==> src/rtl/squeeze_stage.sv <==
// squeeze_stage: streams permuted SHAKE rate blocks out as W-bit words, truncated and masked to the requested length.
// SQUEEZE_DOUBLE_BUFFER_EN adds a shadow block register so the next block can be accepted while draining.
module squeeze_stage #(
    parameter int         W                 = 64,
    parameter int         RATE_W            = 1344,
    parameter logic [1:0] SHAKE128_MODE_VEC = 2'b00,
    parameter logic [1:0] SHAKE256_MODE_VEC = 2'b01
) (
    input  logic              clk,
    input  logic              rst,
    input  logic [RATE_W-1:0] block_in,
    input  logic [1:0]        mode_in,
    input  logic [31:0]       size_in,
    input  logic              last_in,
    input  logic              block_valid,
    output logic              block_ready,
    output logic [W-1:0]      data_out,
    output logic [6:0]        data_bits,
    output logic              data_last,
    output logic              data_valid,
    input  logic              data_ready,
    output logic              mode_err
);
    localparam int LW = $clog2(W);
    localparam int CW = $clog2(RATE_W / W + 1);

    typedef enum logic {IDLE, DRAIN} state_t;

    state_t            state;
    logic [RATE_W-1:0] blk_reg;
    logic [CW-1:0]     cnt;
    logic              last_r, part_r;
    logic [LW-1:0]     sz_r;
    logic [31:0]       blk_words, ceil_w, n_calc;
    logic              part_in, blk_hs, word_hs, word_done, fin;
    logic [W-1:0]      mask;
`ifdef SQUEEZE_DOUBLE_BUFFER_EN
    logic [RATE_W-1:0] sh_blk;
    logic [CW-1:0]     sh_cnt;
    logic              sh_last, sh_part, sh_full;
    logic [LW-1:0]     sh_sz;
`endif

    always_comb begin
        blk_words = mode_in == SHAKE128_MODE_VEC ? 32'(RATE_W / W) :
                    mode_in == SHAKE256_MODE_VEC ? 32'(1088 / W) : 32'd0;
        ceil_w    = (size_in + 32'(W - 1)) / 32'(W);
        n_calc    = ceil_w < blk_words ? ceil_w : blk_words;
        // Only the block that actually reaches the end of the digest has a partial final word.
        part_in   = (|size_in[LW-1:0]) && ceil_w <= blk_words;
`ifdef SQUEEZE_DOUBLE_BUFFER_EN
        block_ready = state == IDLE || !sh_full;
`else
        block_ready = state == IDLE;
`endif
        blk_hs     = block_valid && block_ready;
        data_valid = state == DRAIN;
        word_hs    = data_valid && data_ready;
        word_done  = word_hs && cnt == CW'(1);
        fin        = data_valid && cnt == CW'(1) && part_r;
        mask       = fin ? ~({W{1'b1}} >> sz_r) : {W{1'b1}};
        data_out   = data_valid ? blk_reg[RATE_W-1 -: W] & mask : '0;
        data_bits  = !data_valid ? 7'd0 : fin ? 7'(sz_r) : 7'(W);
        data_last  = data_valid && cnt == CW'(1) && last_r;
    end

    always_ff @(posedge clk or negedge rst) begin
        if (!rst) begin
            state    <= IDLE;
            blk_reg  <= '0;
            cnt      <= '0;
            last_r   <= 1'b0;
            part_r   <= 1'b0;
            sz_r     <= '0;
            mode_err <= 1'b0;
`ifdef SQUEEZE_DOUBLE_BUFFER_EN
            sh_blk   <= '0;
            sh_cnt   <= '0;
            sh_last  <= 1'b0;
            sh_part  <= 1'b0;
            sh_sz    <= '0;
            sh_full  <= 1'b0;
`endif
        end else begin
            if (blk_hs && blk_words == 32'd0) mode_err <= 1'b1;
            if (word_hs) begin
                blk_reg <= blk_reg << W;
                cnt     <= cnt - 1'b1;
            end
            if (word_done) state <= IDLE;
`ifdef SQUEEZE_DOUBLE_BUFFER_EN
            if (word_done && sh_full) begin
                state   <= DRAIN;
                blk_reg <= sh_blk;
                cnt     <= sh_cnt;
                last_r  <= sh_last;
                part_r  <= sh_part;
                sz_r    <= sh_sz;
                sh_full <= 1'b0;
            end
            // A block arriving on the final word's edge goes straight to the active register.
            if (blk_hs && n_calc != 32'd0 && state == DRAIN && !word_done) begin
                sh_blk  <= block_in;
                sh_cnt  <= CW'(n_calc);
                sh_last <= last_in;
                sh_part <= part_in;
                sh_sz   <= size_in[LW-1:0];
                sh_full <= 1'b1;
            end else if (blk_hs && n_calc != 32'd0) begin
`else
            if (blk_hs && n_calc != 32'd0) begin
`endif
                state   <= DRAIN;
                blk_reg <= block_in;
                cnt     <= CW'(n_calc);
                last_r  <= last_in;
                part_r  <= part_in;
                sz_r    <= size_in[LW-1:0];
            end
        end
    end
endmodule
==> config.mk <==
export PLATFORM = sky130hd
export DESIGN_NAME = squeeze_stage
export DESIGN_NICKNAME = d
export VERILOG_FILES = /design/src/rtl/squeeze_stage.sv
export SDC_FILE = /design/constraint.sdc
export NUM_CORES = 2
export LEC_CHECK = 0
export ABC_AREA = 1
export BUFFER_PORTS_ARGS = -buffer_cell sky130_fd_sc_hd__buf_4
export CAP_MARGIN = 10
export CORE_AREA = 2 2 562 564
export CTS_BUF_LIST = sky130_fd_sc_hd__clkbuf_4 sky130_fd_sc_hd__clkbuf_8
export CTS_CLUSTER_SIZE = 8
export DETAILED_ROUTE_END_ITERATION = 7
export DIE_AREA = 0 0 564 566
export GPL_ROUTABILITY_DRIVEN = 0
export PLACE_DENSITY = 0.42
export SLEW_MARGIN = 10
export SYNTH_ARGS = -nofsm -noshare
export SYNTH_HDL_FRONTEND = slang
export SYNTH_SLANG_ARGS = --single-unit
==> constraint.sdc <==
create_clock -name clk -period 8.45 [get_ports clk]
set_input_delay 1.69 -clock clk [delete_from_list [all_inputs] [get_ports clk]]
set_output_delay 1.69 -clock clk [all_outputs]
set_load 0.005 [all_outputs]
# Yosys cells after proc, flatten, opt, wreduce, memory -nomap -nowiden
# Index checks and enable logic that the tools add are counted.
# totals
register_bits	1359
in_bits	1383
word_cells	45
# op_classes
n_addsub	2
magnitude_cmp	2
eq_ne	2
n_reduce_logical	15
n_bitwise	3
n_mux	13
n_shift	1
# op_table
cell	count
1344-bit two-way mux	2
64-bit two-way mux	2
64-bit bitwise AND	1
64-bit NOT	1
64-bit by 6-bit right shift with 64-bit output (first input constant)	1
32-bit by 6-bit adder with 32-bit output (second input constant)	1
32-bit zero test	1
32-bit nonzero test	1
26-bit by 5-bit <= comparator with 1-bit output	1
26-bit by 5-bit < comparator with 1-bit output	1
26-bit two-way mux	1
5-bit two-way mux	4
7-bit two-way mux	2
1-bit logical AND	9
6-bit OR reduction	1
5-bit by 1-bit == test with 1-bit output (second input constant)	1
5-bit by 1-bit subtractor with 5-bit output (second input constant)	1
2-bit nonzero test	2
2-bit by 1-bit == test with 1-bit output (second input constant)	1
2-bit zero test	1
1-bit two-way mux	2
1-bit NOT	1

# Depth between registers and ports, before layout
# logic_depth
depth_word	8
ltp_mapped	25
mapped_depth_nobuf	21

# Worst setup path after synthesis
# Ideal clock, no wire load.
# synth_timing
kind	in2reg
start	input size_in[3]
end	register blk_reg[1295]
path_slack_ns	4.124
setup_ns	0.120
path_stages	24
path_buffers	4
arrival_time_ns	4.206
required_time_ns	8.330
path_cell_list	nor2_1 > nand3_2 > buf_6 > nand2_1 > inv_1 > nor2_1 > or2_2 > inv_1 > ha_1 > nand3_1 > inv_1 > nand2_1 > nand3_1 > nor2_4 > nand3_4 > nand2_1 > nand2_1 > o21bai_2 > buf_6 > buf_2 > buf_2 > nand3_1 > o21ai_0 > inv_1
# synth_via
elab_chain_len	6
word_cells_on_any_way	7
classes_between	add/sub (1); order compare (1); mux (2); reduce/logical (3)
# synth_rtl
element	line	source
start, declared	13	input logic [31:0] size_in,
32-bit by 6-bit adder with 32-bit output (*)	47	ceil_w = (size_in + 32'(W - 1)) / 32'(W);
26-bit by 5-bit < comparator with 1-bit output	48	n_calc = ceil_w < blk_words ? ceil_w : blk_words;
26-bit two-way mux (*)	48	
32-bit nonzero test (*)	111	if (blk_hs && n_calc != 32'd0) begin
1-bit logical AND (*)	111	
1344-bit two-way mux or 2-bit nonzero test (tied branches)	-	
end signal, assigned	87	blk_reg <= blk_reg << W;
end signal, assigned	114	blk_reg <= block_in;
end, declared	30	logic [RATE_W-1:0] blk_reg;
# Mark *: on every way between the ends. The rest lies on a longest branch, timed or not.
# A chain may end at the register's enable or synchronous reset.

# Final worst setup path
# layout_timing
start	register cnt[1]
end	output data_out[24]
# layout_via
elab_chain_len	6
# layout_rtl
element	line	source
start, declared	31	logic [CW-1:0] cnt;
start signal, assigned	88	cnt <= cnt - 1'b1;
start signal, assigned	115	cnt <= CW'(n_calc);
5-bit by 1-bit == test with 1-bit output	60	fin = data_valid && cnt == CW'(1) && part_r;
1-bit logical AND (2 in a row)	60	
64-bit two-way mux	61	mask = fin ? ~({W{1'b1}} >> sz_r) : {W{1'b1}};
64-bit bitwise AND	62	data_out = data_valid ? blk_reg[RATE_W-1 -: W] & mask : '0;
64-bit two-way mux	62	
end, declared	17	output logic [W-1:0] data_out,
# Every way passes these cells.

==> impl_metrics.tcl <==
set metrics [dict create \
    tightestPinTransition_ns 1.337 \
    fillCellCount 34350 \
    hold_ws_ns 0.4617 \
    max_stage_delay_ns 1.02 \
    nets 10580 \
    post-route-period-util 0.8273 \
    drtPass1Iterations 6 \
    crit_required_ns 6.76 \
    slew_violations 0 \
    clock_latency_ns 1.00 \
    seq_area_frac_synth 0.4994 \
    crit_top_cell "inv_1" \
    drt-total-wl_um 366800 \
    cts_setup_buffers 0 \
    synth_area_leaders "dfrtp_1, nand3_1, nand2_1" \
    r2r-start "data_valid" \
    synth_async_sr_flop_share 1.000 \
    critPathArrivalTime_ns 5.30 \
    ys_warn_count 0 \
    fmax_ghz 0.1431 \
    drv_cap 0 \
    synthTopCellsByCount "nand3_1, nand2_1, dfrtp_1" \
    port-buffer-count 1457 \
    drive_gt1_frac 0.2704 \
    core.rowCount 206 \
    initial_core_util 0.2173 \
    grt_first_pass_wirelength_um 514000 \
    grtUsageTotal 0.2217 \
    largest_register_ffs 1344 \
    synth_top_area_share 0.4994 \
    intPower_w 0.01614 \
    syn-cell-area_um2 68090 \
    switchingPower_w 0.01041 \
    clockBufferDepth 4 \
    antenna_found_initial 161 \
    hp-start "blk_reg[627]" \
    dp_hpwl_um 271100 \
    synth_top_cell_by_area "dfrtp_1" \
    slew_headroom 0.1087 \
    cp-end-kind "output port" \
    die_h_um 566 \
    rsz0062_at_grt "no" \
    mappedNetlistNets 9461 \
    clock-sinks 1359 \
    drc 0 \
    dr.first_iter.drc_count 6025 \
    tns_ns 0 \
    hp-class "flip-flop to flip-flop" \
    die_w_um 564 \
    yosys.cell_types.count 38 \
    wl_per_cell_um 26.94 \
    die_area_um2 319200 \
    power.total_w 0.02655 \
    slowest_stage "nand2_1" \
    crit_fanout 35 \
    leakage_nw 40.70 \
    synth_most_common_cell "nand3_1" \
    grt_overflow 0 \
    ios 1458 \
    viasPerCell 4.910 \
    p_per_area_nw_per_um2 301.9 \
    cts_resized 0 \
    hold_viol 0 \
    clk_pin_slew_worst_paths_ns 0.05 \
    h-tree-depth 5 \
    final_cells 13620 \
    multi_input_area_um2 29550 \
    cts_tree "yes" \
    finClkSkew_ns 0.08167 \
    area.sequential_um2 34010 \
    cts_root_buf "clkbuf_8" \
    ant_nets 0 \
    pwr-share-clk 0.282 \
    path_cells "inv_1 > ha_1 > nand3_1 > inv_1 > nand3_1 > buf_4 > nor2_1 > inv_1 > nand2_1 > nor3b_1 > buf_4" \
    p_comb_frac 0.301 \
    avgSynthCellArea_um2 8.434 \
    min_period_ns 6.990 \
    placed_cells 13070 \
    status "finished, final reports clean" \
    power.share.sequential 0.416 \
    synth_edf_count 0 \
    grt_max_degree 199 \
    path_class "flip-flop to output port" \
    area_delta_synth_final_pct 29.16 \
    grt_pass1_vias 68410 \
    ir_drop_mv 0.1421 \
    crit_start "cnt[1]" \
    switching_share 0.3921 \
    hold_buffers 0 \
    yosys_most_used_dff "dfrtp_1" \
    coreArea_um2 313400 \
    setup_viol 0 \
    start_kind "flip-flop" \
    cts_made_buffers 280 \
    vias 66860 \
    syn-instance-count 8073 \
    ys_seq_elements 1359 \
]
[power by group through the flow]
| stage | Combinational [W] | Sequential [W] | Clock, W |
|---|---|---|---|
| floorplan | 0.00511 | 0.0102 | 0 |
| detailed placement | 0.00810 | 0.0112 | 0 |
| global route | 0.00888 | 0.0113 | 0.00800 |
| CTS | 0.00814 | 0.0111 | 0.00771 |
| finish | 0.00800 | 0.0111 | 0.00750 |
| global placement | 0.00801 | 0.0111 | 0 |
[per-layer routing]
layer / vias up / GRT usage / wire length, um
met5: - / 0 / 786
met1: 33490 / 0.2692 / 146500
met2: 2523 / 0.3632 / 175500
met4: 120 / 0.1023 / 16200
li1: 30110 / - / -
met3: 617 / 0.05996 / 27860
[layout by cell type (no fill, tap or decap), types with 2 or more instances in the layout]
| master | synthesis | layout |
|---|---|---|
| a21oi_1 | 21 | 21 |
| and2_1 | 2 | 2 |
| buf_12 | 8 | 47 |
| buf_4 | 16 | 1543 |
| bufinv_16 | 0 | 2 |
| clkbuf_4 | 0 | 81 |
| clkbuf_8 | 0 | 354 |
| clkinv_2 | 1 | 15 |
| clkinv_8 | 0 | 6 |
| clkinvlp_4 | 0 | 6 |
| dfrtp_1 | 1359 | 1359 |
| diode_2 | 0 | 76 |
| ha_1 | 5 | 5 |
| inv_1 | 144 | 143 |
| inv_2 | 3 | 2 |
| inv_6 | 0 | 6 |
| inv_8 | 0 | 6 |
| nand2_1 | 1527 | 1526 |
| nand2_2 | 8 | 8 |
| nand2_4 | 3 | 4 |
| nand3_1 | 3339 | 3338 |
| nand3_2 | 428 | 428 |
| nand3_4 | 1 | 2 |
| nand3b_1 | 74 | 74 |
| nand4_1 | 9 | 9 |
| nor2_1 | 139 | 139 |
| nor2_2 | 8 | 8 |
| nor2_4 | 8 | 8 |
| nor3_1 | 2 | 2 |
| o21ai_0 | 212 | 212 |
| o21ai_1 | 8 | 8 |
| or2_2 | 4 | 4 |
| xor2_1 | 2 | 2 |
[critical path, delay by kind of cell, from the launching register on]
| kind | cells | cell delay, ns |
|---|---|---|
| adder cells (fa/ha/maj) | 1 | 0.18 |
| buffers and inverters | 5 | 1.53 |
| flip-flops | 1 | 0.37 |
| AND/OR/NAND/NOR | 5 | 2.24 |
[path summary, 6_finish.rpt]
check / to / slack (ns) / cells past startpoint
worst max-delay path: data_out[24] / 1.46 / 11
worst min-delay path: blk_reg[691] / 0.46 / 2
worst max register to register: blk_reg[1087] / 4.28 / 5
worst min register to register: blk_reg[691] / 0.46 / 2
max in group asynchronous: blk_reg[178] / 5.66 / 3
min in group asynchronous: blk_reg[364] / 0.67 / 1
[area by class of cell]
class / instances / share of cell area
Antenna cell: 76 / 0.002163
Clock inverter: 39 / 0.004396
Multi-Input combinational cell: 5808 / 0.3360
Timing Repair Buffer: 1591 / 0.1427
Sequential cell: 1359 / 0.3867
Tap cell: 4160 / 0.05919
Inverter: 148 / 0.006502
Clock buffer: 435 / 0.06232
[per-stage QoR]
step           setup WS (ns)  utilization  area [um2]
2_1_floorplan          4.124            -       68090
3_5_place_dp           2.291       0.2613       81890
3_3_place_gp           2.162       0.2613       81890
5_1_grt                1.294       0.2804       87870
6_report               1.460       0.2806       87940
4_1_cts                1.460       0.2800       87750
[kinds of logic (layout without fill, tap and decap cells)]
logic type,after synthesis,in the layout,synth area share
simple gates,5555,5555,0.4140
buf+inv,906,2213,0.06698
fa+ha+maj,5,5,0.0009188
other cells,0,76,0
flops,1359,1359,0.4994
xor+xnor,3,3,0.0004962
compound gates,245,245,0.01821
No activity file was read; power rests on OpenSTA's default activity.
